**src/rtl/input_route_ctrl.sv**
```systemverilog
// ---------------------------------------------------------------------------
// input_route_ctrl
//
// Per-input-port route controller. Drains flits from the upstream synchronous
// FIFO into a 2-entry staging queue, XY-routes each packet's head flit,
// requests the resulting output port from the switch allocator and, once
// granted, streams the packet to the crossbar up to and including its tail.
//
// Ports:
//   CLK, RST      clock, asynchronous active-high reset
//   FIFO_EMPTY    upstream FIFO empty
//   FIFO_DATA     upstream FIFO read data (valid the cycle after FIFO_RD_EN)
//   FIFO_RD_EN    upstream FIFO read enable
//   REQ_VLD       switch-allocation request
//   REQ_PORT      one-hot port: [0]LOCAL [1]NORTH [2]EAST [3]SOUTH [4]WEST
//   GNT           allocator grant for REQ_PORT
//   OUT_VALID     crossbar flit valid
//   OUT_DATA      crossbar flit
//   OUT_READY     crossbar accepts flit
//   RELEASE       one-cycle pulse on the packet's last handshake
//   ERR_CNT       saturating count of stray BODY/TAIL flits dropped in IDLE
// ---------------------------------------------------------------------------
module input_route_ctrl #(
  parameter int WIDTH = 32,
  parameter int X_W   = 2,
  parameter int Y_W   = 2,
  parameter int CUR_X = 0,
  parameter int CUR_Y = 0
) (
  input  logic             CLK,
  input  logic             RST,
  input  logic             FIFO_EMPTY,
  input  logic [WIDTH-1:0] FIFO_DATA,
  output logic             FIFO_RD_EN,
  output logic             REQ_VLD,
  output logic [4:0]       REQ_PORT,
  input  logic             GNT,
  output logic             OUT_VALID,
  output logic [WIDTH-1:0] OUT_DATA,
  input  logic             OUT_READY,
  output logic             RELEASE,
  output logic [7:0]       ERR_CNT
);

  localparam logic [X_W-1:0] CUR_X_V = X_W'(CUR_X);
  localparam logic [Y_W-1:0] CUR_Y_V = Y_W'(CUR_Y);

  localparam logic [4:0] PORT_LOCAL = 5'b00001;
  localparam logic [4:0] PORT_NORTH = 5'b00010;
  localparam logic [4:0] PORT_EAST  = 5'b00100;
  localparam logic [4:0] PORT_SOUTH = 5'b01000;
  localparam logic [4:0] PORT_WEST  = 5'b10000;

  typedef enum logic [1:0] {
    ST_IDLE = 2'd0,
    ST_REQ  = 2'd1,
    ST_XFER = 2'd2
  } state_t;

  state_t           state_reg, state_next;
  logic [WIDTH-1:0] q_reg [2];
  logic [WIDTH-1:0] q_next [2];
  logic [1:0]       occ_reg, occ_next;
  logic             rd_pend_reg;
  logic [4:0]       req_port_reg;
  logic [7:0]       err_cnt_reg;

  logic [WIDTH-1:0] head;
  logic [1:0]       head_type;
  logic             head_vld;
  logic             head_is_hdr;
  logic             head_is_last;
  logic [X_W-1:0]   dest_x;
  logic [Y_W-1:0]   dest_y;
  logic [X_W:0]     diff_x;
  logic [Y_W:0]     diff_y;
  logic [4:0]       route;

  logic             drop;
  logic             pop;
  logic             push;
  logic             wr_idx;
  logic [2:0]       fill_after;

  // -------------------------------------------------------------------------
  // Head-of-queue decode
  // -------------------------------------------------------------------------
  assign head      = q_reg[0];
  assign head_type = head[WIDTH-1 -: 2];
  assign head_vld  = (occ_reg != 2'd0);
  // Type encoding: BODY 00, HEAD 01, TAIL 10, SINGLE 11. Bit 0 marks a packet
  // start, bit 1 marks a packet end.
  assign head_is_hdr  = head_type[0];
  assign head_is_last = head_type[1];
  assign dest_x = head[WIDTH-3 -: X_W];
  assign dest_y = head[WIDTH-3-X_W -: Y_W];

  // Unsigned compares via a one-bit-wider subtract: the top bit is the borrow
  // (dest < current). Keeps the logic free of constant comparisons when the
  // router sits at coordinate 0.
  assign diff_x = {1'b0, dest_x} - {1'b0, CUR_X_V};
  assign diff_y = {1'b0, dest_y} - {1'b0, CUR_Y_V};

  always_comb begin
    route = PORT_LOCAL;
    if (diff_x[X_W]) begin
      route = PORT_WEST;
    end else if (dest_x != CUR_X_V) begin
      route = PORT_EAST;
    end else if (diff_y[Y_W]) begin
      route = PORT_SOUTH;
    end else if (dest_y != CUR_Y_V) begin
      route = PORT_NORTH;
    end
  end

  // -------------------------------------------------------------------------
  // FSM: state register
  // -------------------------------------------------------------------------
  always_ff @(posedge CLK or posedge RST) begin
    if (RST) begin
      state_reg <= ST_IDLE;
    end else begin
      state_reg <= state_next;
    end
  end

  // -------------------------------------------------------------------------
  // FSM: next-state logic
  // -------------------------------------------------------------------------
  always_comb begin
    state_next = state_reg;
    case (state_reg)
      ST_IDLE: if (head_vld && head_is_hdr) state_next = ST_REQ;
      ST_REQ:  if (GNT) state_next = ST_XFER;
      ST_XFER: if (head_vld && OUT_READY && head_is_last) state_next = ST_IDLE;
      default: state_next = ST_IDLE;
    endcase
  end

  // -------------------------------------------------------------------------
  // FSM: outputs (plus the pop/drop strobes they imply)
  // -------------------------------------------------------------------------
  always_comb begin
    REQ_VLD   = 1'b0;
    OUT_VALID = 1'b0;
    OUT_DATA  = '0;
    RELEASE   = 1'b0;
    drop      = 1'b0;
    pop       = 1'b0;
    case (state_reg)
      ST_IDLE: begin
        // Stray BODY/TAIL at the head outside a packet is discarded.
        drop = head_vld && !head_is_hdr;
        pop  = drop;
      end
      ST_REQ: begin
        REQ_VLD = 1'b1;
      end
      ST_XFER: begin
        OUT_VALID = head_vld;
        OUT_DATA  = head_vld ? head : '0;
        pop       = head_vld && OUT_READY;
        RELEASE   = head_vld && OUT_READY && head_is_last;
      end
      default: ;
    endcase
  end

  // -------------------------------------------------------------------------
  // Upstream read control
  // -------------------------------------------------------------------------
  // Occupancy the queue will hold once this cycle's pop and in-flight read
  // have settled; a new read is only issued if it is guaranteed a slot.
  // RST gates the enable so no read escapes while reset is held.
  assign fill_after = {1'b0, occ_reg} + {2'b00, rd_pend_reg} - {2'b00, pop};
  assign FIFO_RD_EN = !RST && !FIFO_EMPTY && (fill_after <= 3'd1);

  // -------------------------------------------------------------------------
  // Staging queue (entry 0 is the head)
  // -------------------------------------------------------------------------
  assign push = rd_pend_reg;
  // A push only ever happens with occ <= 1, so the tail slot after the pop is
  // occ - pop, which fits in one bit.
  assign wr_idx   = occ_reg[0] && !pop;
  assign occ_next = occ_reg + {1'b0, push} - {1'b0, pop};

  for (genvar gi = 0; gi < 2; gi++) begin : g_entry
    if (gi == 0) begin : g_head
      assign q_next[gi] = (push && wr_idx == 1'(gi)) ? FIFO_DATA :
                          pop                        ? q_reg[1]  : q_reg[gi];
    end else begin : g_tail
      assign q_next[gi] = (push && wr_idx == 1'(gi)) ? FIFO_DATA : q_reg[gi];
    end
  end

  always_ff @(posedge CLK or posedge RST) begin
    if (RST) begin
      for (int i = 0; i < 2; i++) q_reg[i] <= '0;
      occ_reg     <= 2'd0;
      rd_pend_reg <= 1'b0;
    end else begin
      for (int i = 0; i < 2; i++) q_reg[i] <= q_next[i];
      occ_reg     <= occ_next;
      rd_pend_reg <= FIFO_RD_EN;
    end
  end

  // -------------------------------------------------------------------------
  // Requested port and stray-flit counter
  // -------------------------------------------------------------------------
  always_ff @(posedge CLK or posedge RST) begin
    if (RST) begin
      req_port_reg <= 5'd0;
    end else if (state_reg == ST_IDLE && head_vld && head_is_hdr) begin
      req_port_reg <= route;
    end else if (RELEASE) begin
      req_port_reg <= 5'd0;
    end
  end

  always_ff @(posedge CLK or posedge RST) begin
    if (RST) begin
      err_cnt_reg <= 8'd0;
    end else if (drop && err_cnt_reg != 8'hFF) begin
      err_cnt_reg <= err_cnt_reg + 8'd1;
    end
  end

  assign REQ_PORT = req_port_reg;
  assign ERR_CNT  = err_cnt_reg;

endmodule

```
**config.mk**
```make
export PLATFORM = sky130hd
export DESIGN_NAME = input_route_ctrl
export DESIGN_NICKNAME = d
export VERILOG_FILES = /design/src/rtl/input_route_ctrl.sv
export SDC_FILE = /design/constraint.sdc
export NUM_CORES = 1
export LEC_CHECK = 0
export CELL_PAD_IN_SITES_DETAIL_PLACEMENT = 1
export CELL_PAD_IN_SITES_GLOBAL_PLACEMENT = 1
export CORE_ASPECT_RATIO = 0.8
export CORE_MARGIN = 1.5
export CORE_UTILIZATION = 42
export DETAILED_ROUTE_END_ITERATION = 6
export GPL_TIMING_DRIVEN = 0
export HOLD_SLACK_MARGIN = 0.12
export PLACE_DENSITY_LB_ADDON = 0.1
export SETUP_SLACK_MARGIN = 0.1
export SLEW_MARGIN = 10
export SYNTH_ARGS = -nofsm -noshare
export SYNTH_HDL_FRONTEND = slang
export SYNTH_SLANG_ARGS = --single-unit
```
**constraint.sdc**
```tcl
create_clock -name CLK -period 6.09 [get_ports CLK]
set_input_delay 1.218 -clock CLK [delete_from_list [all_inputs] [get_ports CLK]]
set_output_delay 1.218 -clock CLK [all_outputs]
set_load 0.005 [all_outputs]
```
# == After elaboration in Yosys (flattened, before gate mapping) ==
# Cells that the tools add are included.
# W data, S select, Z words.
# op_classes
n_addsub,5
n_lt_le_gt_ge,1
muxes,17
n_reduce_logical,23
n_bitwise,1
n_eq_ne,6
# ops
operator,n
$mux W32,4
$logic_and A1 B1 Y1,12
$mux W5,2
$reduce_bool A2 Y1,5
$add A8 B1 Y8 const B,1
$mux W2,4
$ne A8 B8 Y1 const B,1
$ne A2 B2 Y1 const B,3
$pmux W2 S3,1
$logic_not A1 Y1,4
$mux W1,4
$add A2 B1 Y3,1
$le A3 B1 Y1 const B,1
$mux W3,1
$reduce_and A3 Y1,1
$sub A3 B1 Y3,1
$add A2 B1 Y2,1
$eq A2 B1 Y1 const B,1
$eq A2 B2 Y1 const B,1
$logic_not A2 Y1,1
$pmux W1 S2,1
$sub A2 B1 Y2,1
$not A1 Y1,1
# totals
regBits,82
wordCells,60
output_inout_bits,49
inputBits,37

# == Logic depth before layout (Yosys ltp) ==
# depth
word_depth,8
depth_mapped,11
mapped_depth_nobuf,9

# == Worst setup path before layout ==
# No wires, ideal clock.
# synth_path
path_kind,input-to-output
start,in OUT_READY
end,out FIFO_RD_EN
cell_stages,9
path_buffers,1
t_required_ns,4.872
t_arrival_ns,3.040
setup_slack_ns,1.832
cell_sequence,nor2b_1 > or3_1 > buf_4 > inv_2 > ha_1 > inv_1 > ha_1 > fa_1 > nor4_1
# synth_via
elab_chain_cells,5
# synth_rtl
item,line,source
start: declaration,40,"input logic OUT_READY,"
$logic_and A1 B1 Y1,163,pop = head_vld && OUT_READY;
$pmux W1 S2,151,case (state_reg)
$sub A3 B1 Y3,176,"assign fill_after = {1'b0, occ_reg} + {2'b00, rd_pend_reg} - {2'b00, pop};"
via fill_after[1],83,logic [2:0] fill_after;
$le A3 B1 Y1,177,assign FIFO_RD_EN = !RST && !FIFO_EMPTY && (fill_after <= 3'd1);
$logic_and A1 B1 Y1,177,
end: declaration,34,"output logic FIFO_RD_EN,"
# The timed path passes the listed nets, and every way through them passes these cells.

# == Final worst setup path ==
# Ends and elaborated chain as after synthesis.

==> results.cfg <==
[detailed_routing]
num_vias = 3115
ant_nets = 0
wire_per_inst_um = 18.9
drtIter0Drc = 128
drt_wl_total_um = 10400
drtPass1Iterations = 4
drc = 0
viasPerCell = 5.66

[power_and_ir_drop]
seqPwrFrac_pct = 34.3
pwr-share-clk_pct = 17.0
p_switching_uw = 1130
total_power_uw = 2910
switching_share_pct = 38.7
p_leak_uw = 0.00213
powerDensity_nw_per_um2 = 571
p_int_uw = 1790
p_comb_share_pct = 48.6
vdd_drop_max_mv = 0.242

[die]
die_x_um = 110
die_h_um = 88.4
num_rows = 30
core-area_sq_um = 8670
start_util_pct = 44.1
dieArea_sq_um = 9690
pin_count = 86

[place]
port_buffers = 83
place_congestion = 0.794
hpwl_um = 7140

[worst_setup_path]
cp_slowest_cell = clkdlybuf4s50_1
worstPathCellList = clkdlybuf4s50_1 -> nor2b_1 -> or3_1 -> buf_4 -> inv_2 -> ha_1 -> inv_1 -> ha_1 -> fa_1 -> nor4_1 -> clkdlybuf4s50_1
cp-start-kind = input pin
cp_data_required_time_ns = 4.87
path_max_fanout = 8
cp-end-kind = output port
cp.arrival_ns = 4.33
max_stage_delay_ns = 0.56
cp_top_family = buffers and inverters
critical_path_buf_inv_count = 5
worstSetupPathType = in -> out

[synthesis]
syn_area_sq_um = 3820
ys.flop_type = dfrtp_1
syn_area_per_cell_sq_um = 11.3
yosysTopAreaCell = dfrtp_1
synth_seq_cells = 80
yosys.area.top_type_share_pct = 52.3
ys_seq_area_share_pct = 52.3
synth.top_cells.by_count = dfrtp_1 (80), a21oi_1 (60), mux2_2 (35)
ys.warnings.count = 0
synth_cells = 338
yosysMostFrequentCell = dfrtp_1
netlist-cell-type-count = 43
synthArstFlopShare_pct = 100
synth_edf_count = 0
synth.area.top_cells = dfrtp_1 (52%), mux2_2 (10%), a21oi_1 (7.9%)

[grt]
grt_pass1_wl_um = 16600
grt_pass1_vias = 3160
grt_max_degree = 54
antenna_found_initial = 0
gr-total-overflow = 0
track_usage_pct = 22.9

[finish]
drive_above_1_share_pct = 16.0
nets = 475
num_antenna_cells = 0
area_growth_pct = 33.4

[timing]
skew_ns = 0.00802
slew_viol_final = 0
rsz0062_at_grt = no
period_share_pct = 91.1
fin_crit_ns = 5.55
relSlewSlack_pct = 57.8
hold_viol = 0
setup_tns_ns = 0
worstMarginPinSlew_ns = 0.632
hold-worst-slack_ns = 0.490
max_freq_mhz = 180
setup_violations = 0

[cts]
cts-root-buf = clkbuf_16
h-tree-depth = 3
clock_latency_ns = 0.34
clockBufferDepth = 2
cts_resized = 0
cts_tree = built
path_clk_slew_ns = 0.05
post_cts_buffers = 0
holdBufCountCts = 0
cts_sinks = 80
cts_made_buffers = 9

[job]
cap_violations = 0

[status]
status = complete, no violations

[min_path]
hold_path_class = reg -> reg
[cells by family after synthesis]
| family | count (synthesis) | synth area share, % |
|---|---|---|
| simple gates | 62 | 9.58 |
| fa+ha+maj | 4 | 1.50 |
| other cells | 1 | 0.0980 |
| xor+xnor | 4 | 0.916 |
| compound gates | 112 | 19.3 |
| mux | 38 | 11.1 |
| buf+inv | 37 | 5.14 |
| flops | 80 | 52.3 |
[through the flow]
step | std cells | worst slack, ns | utilization, % | instance area (sq um)
floorplan | 339 | 1.83 | - | 3830
global placement | 534 | 0.598 | 55.4 | 4800
detailed placement | 535 | 0.554 | 55.7 | 4830
CTS | 550 | 0.528 | 58.8 | 5100
global route | 550 | 0.359 | 58.8 | 5100
finish | 550 | 0.541 | 58.8 | 5100
[cell type report]
class	instances	area, sq um
Clock inverter	4	20.0
Fill cell	930	3570
Inverter	8	32.5
Multi-Input combinational cell	222	1630
Tap cell	112	140
Sequential cell	80	2000
Clock buffer	11	253
Timing Repair Buffer	84	858
Buffer	29	166
[cell usage in the layout, fill, tap and decap left out, types with 3 or more instances in the layout]
master	instances
nor2b_1	3
and3_1	3
and2_1	32
nor2_1	3
xnor2_1	3
clkbuf_16	9
a31oi_1	4
nand2_1	4
o21ai_0	3
mux2i_1	3
mux2_2	35
buf_2	4
o32ai_1	30
buf_4	8
nand3_1	5
a21boi_0	3
a21oi_1	60
clkinv_2	4
inv_1	6
ha_1	3
dfrtp_1	80
buf_6	3
clkbuf_1	13
o211ai_1	3
clkdlybuf4s50_1	83
[metal layers]
layer	share of wire [%]	wire [um]	GRT usage (%)
met3	3.2	328	5.52
met5	0	0	0
met4	0.95	99	5.31
met1	47	4900	31.7
met2	49	5060	36.6
[power groups by stage]
| stage | combinational (uW) | sequential, uW | clock [uW] |
|---|---|---|---|
| 6_report | 1420 | 1000 | 497 |
| 5_1_grt | 1570 | 1040 | 529 |
| 4_1_cts | 1430 | 998 | 508 |
| 3_5_place_dp | 1410 | 1000 | 0 |
| 3_3_place_gp | 1350 | 986 | 0 |
| 2_1_floorplan | 942 | 943 | 0 |
[path summary, 6_finish.rpt]
| check | start | end | slack [ns] | cells past startpoint |
|---|---|---|---|---|
| setup / recovery | OUT_READY | FIFO_RD_EN | 0.54 | 11 |
| hold / removal | REQ_PORT[0] | REQ_PORT[0] | 0.49 | 1 |
| setup reg to reg | state_reg[1] | push | 3.40 | 9 |
| hold reg to reg | REQ_PORT[0] | REQ_PORT[0] | 0.49 | 1 |
| max in group asynchronous | RST | head[20] | 4.22 | 3 |
| min in group asynchronous | RST | state_reg[0] | 1.27 | 2 |
Power figures use the tool's default switching activity.
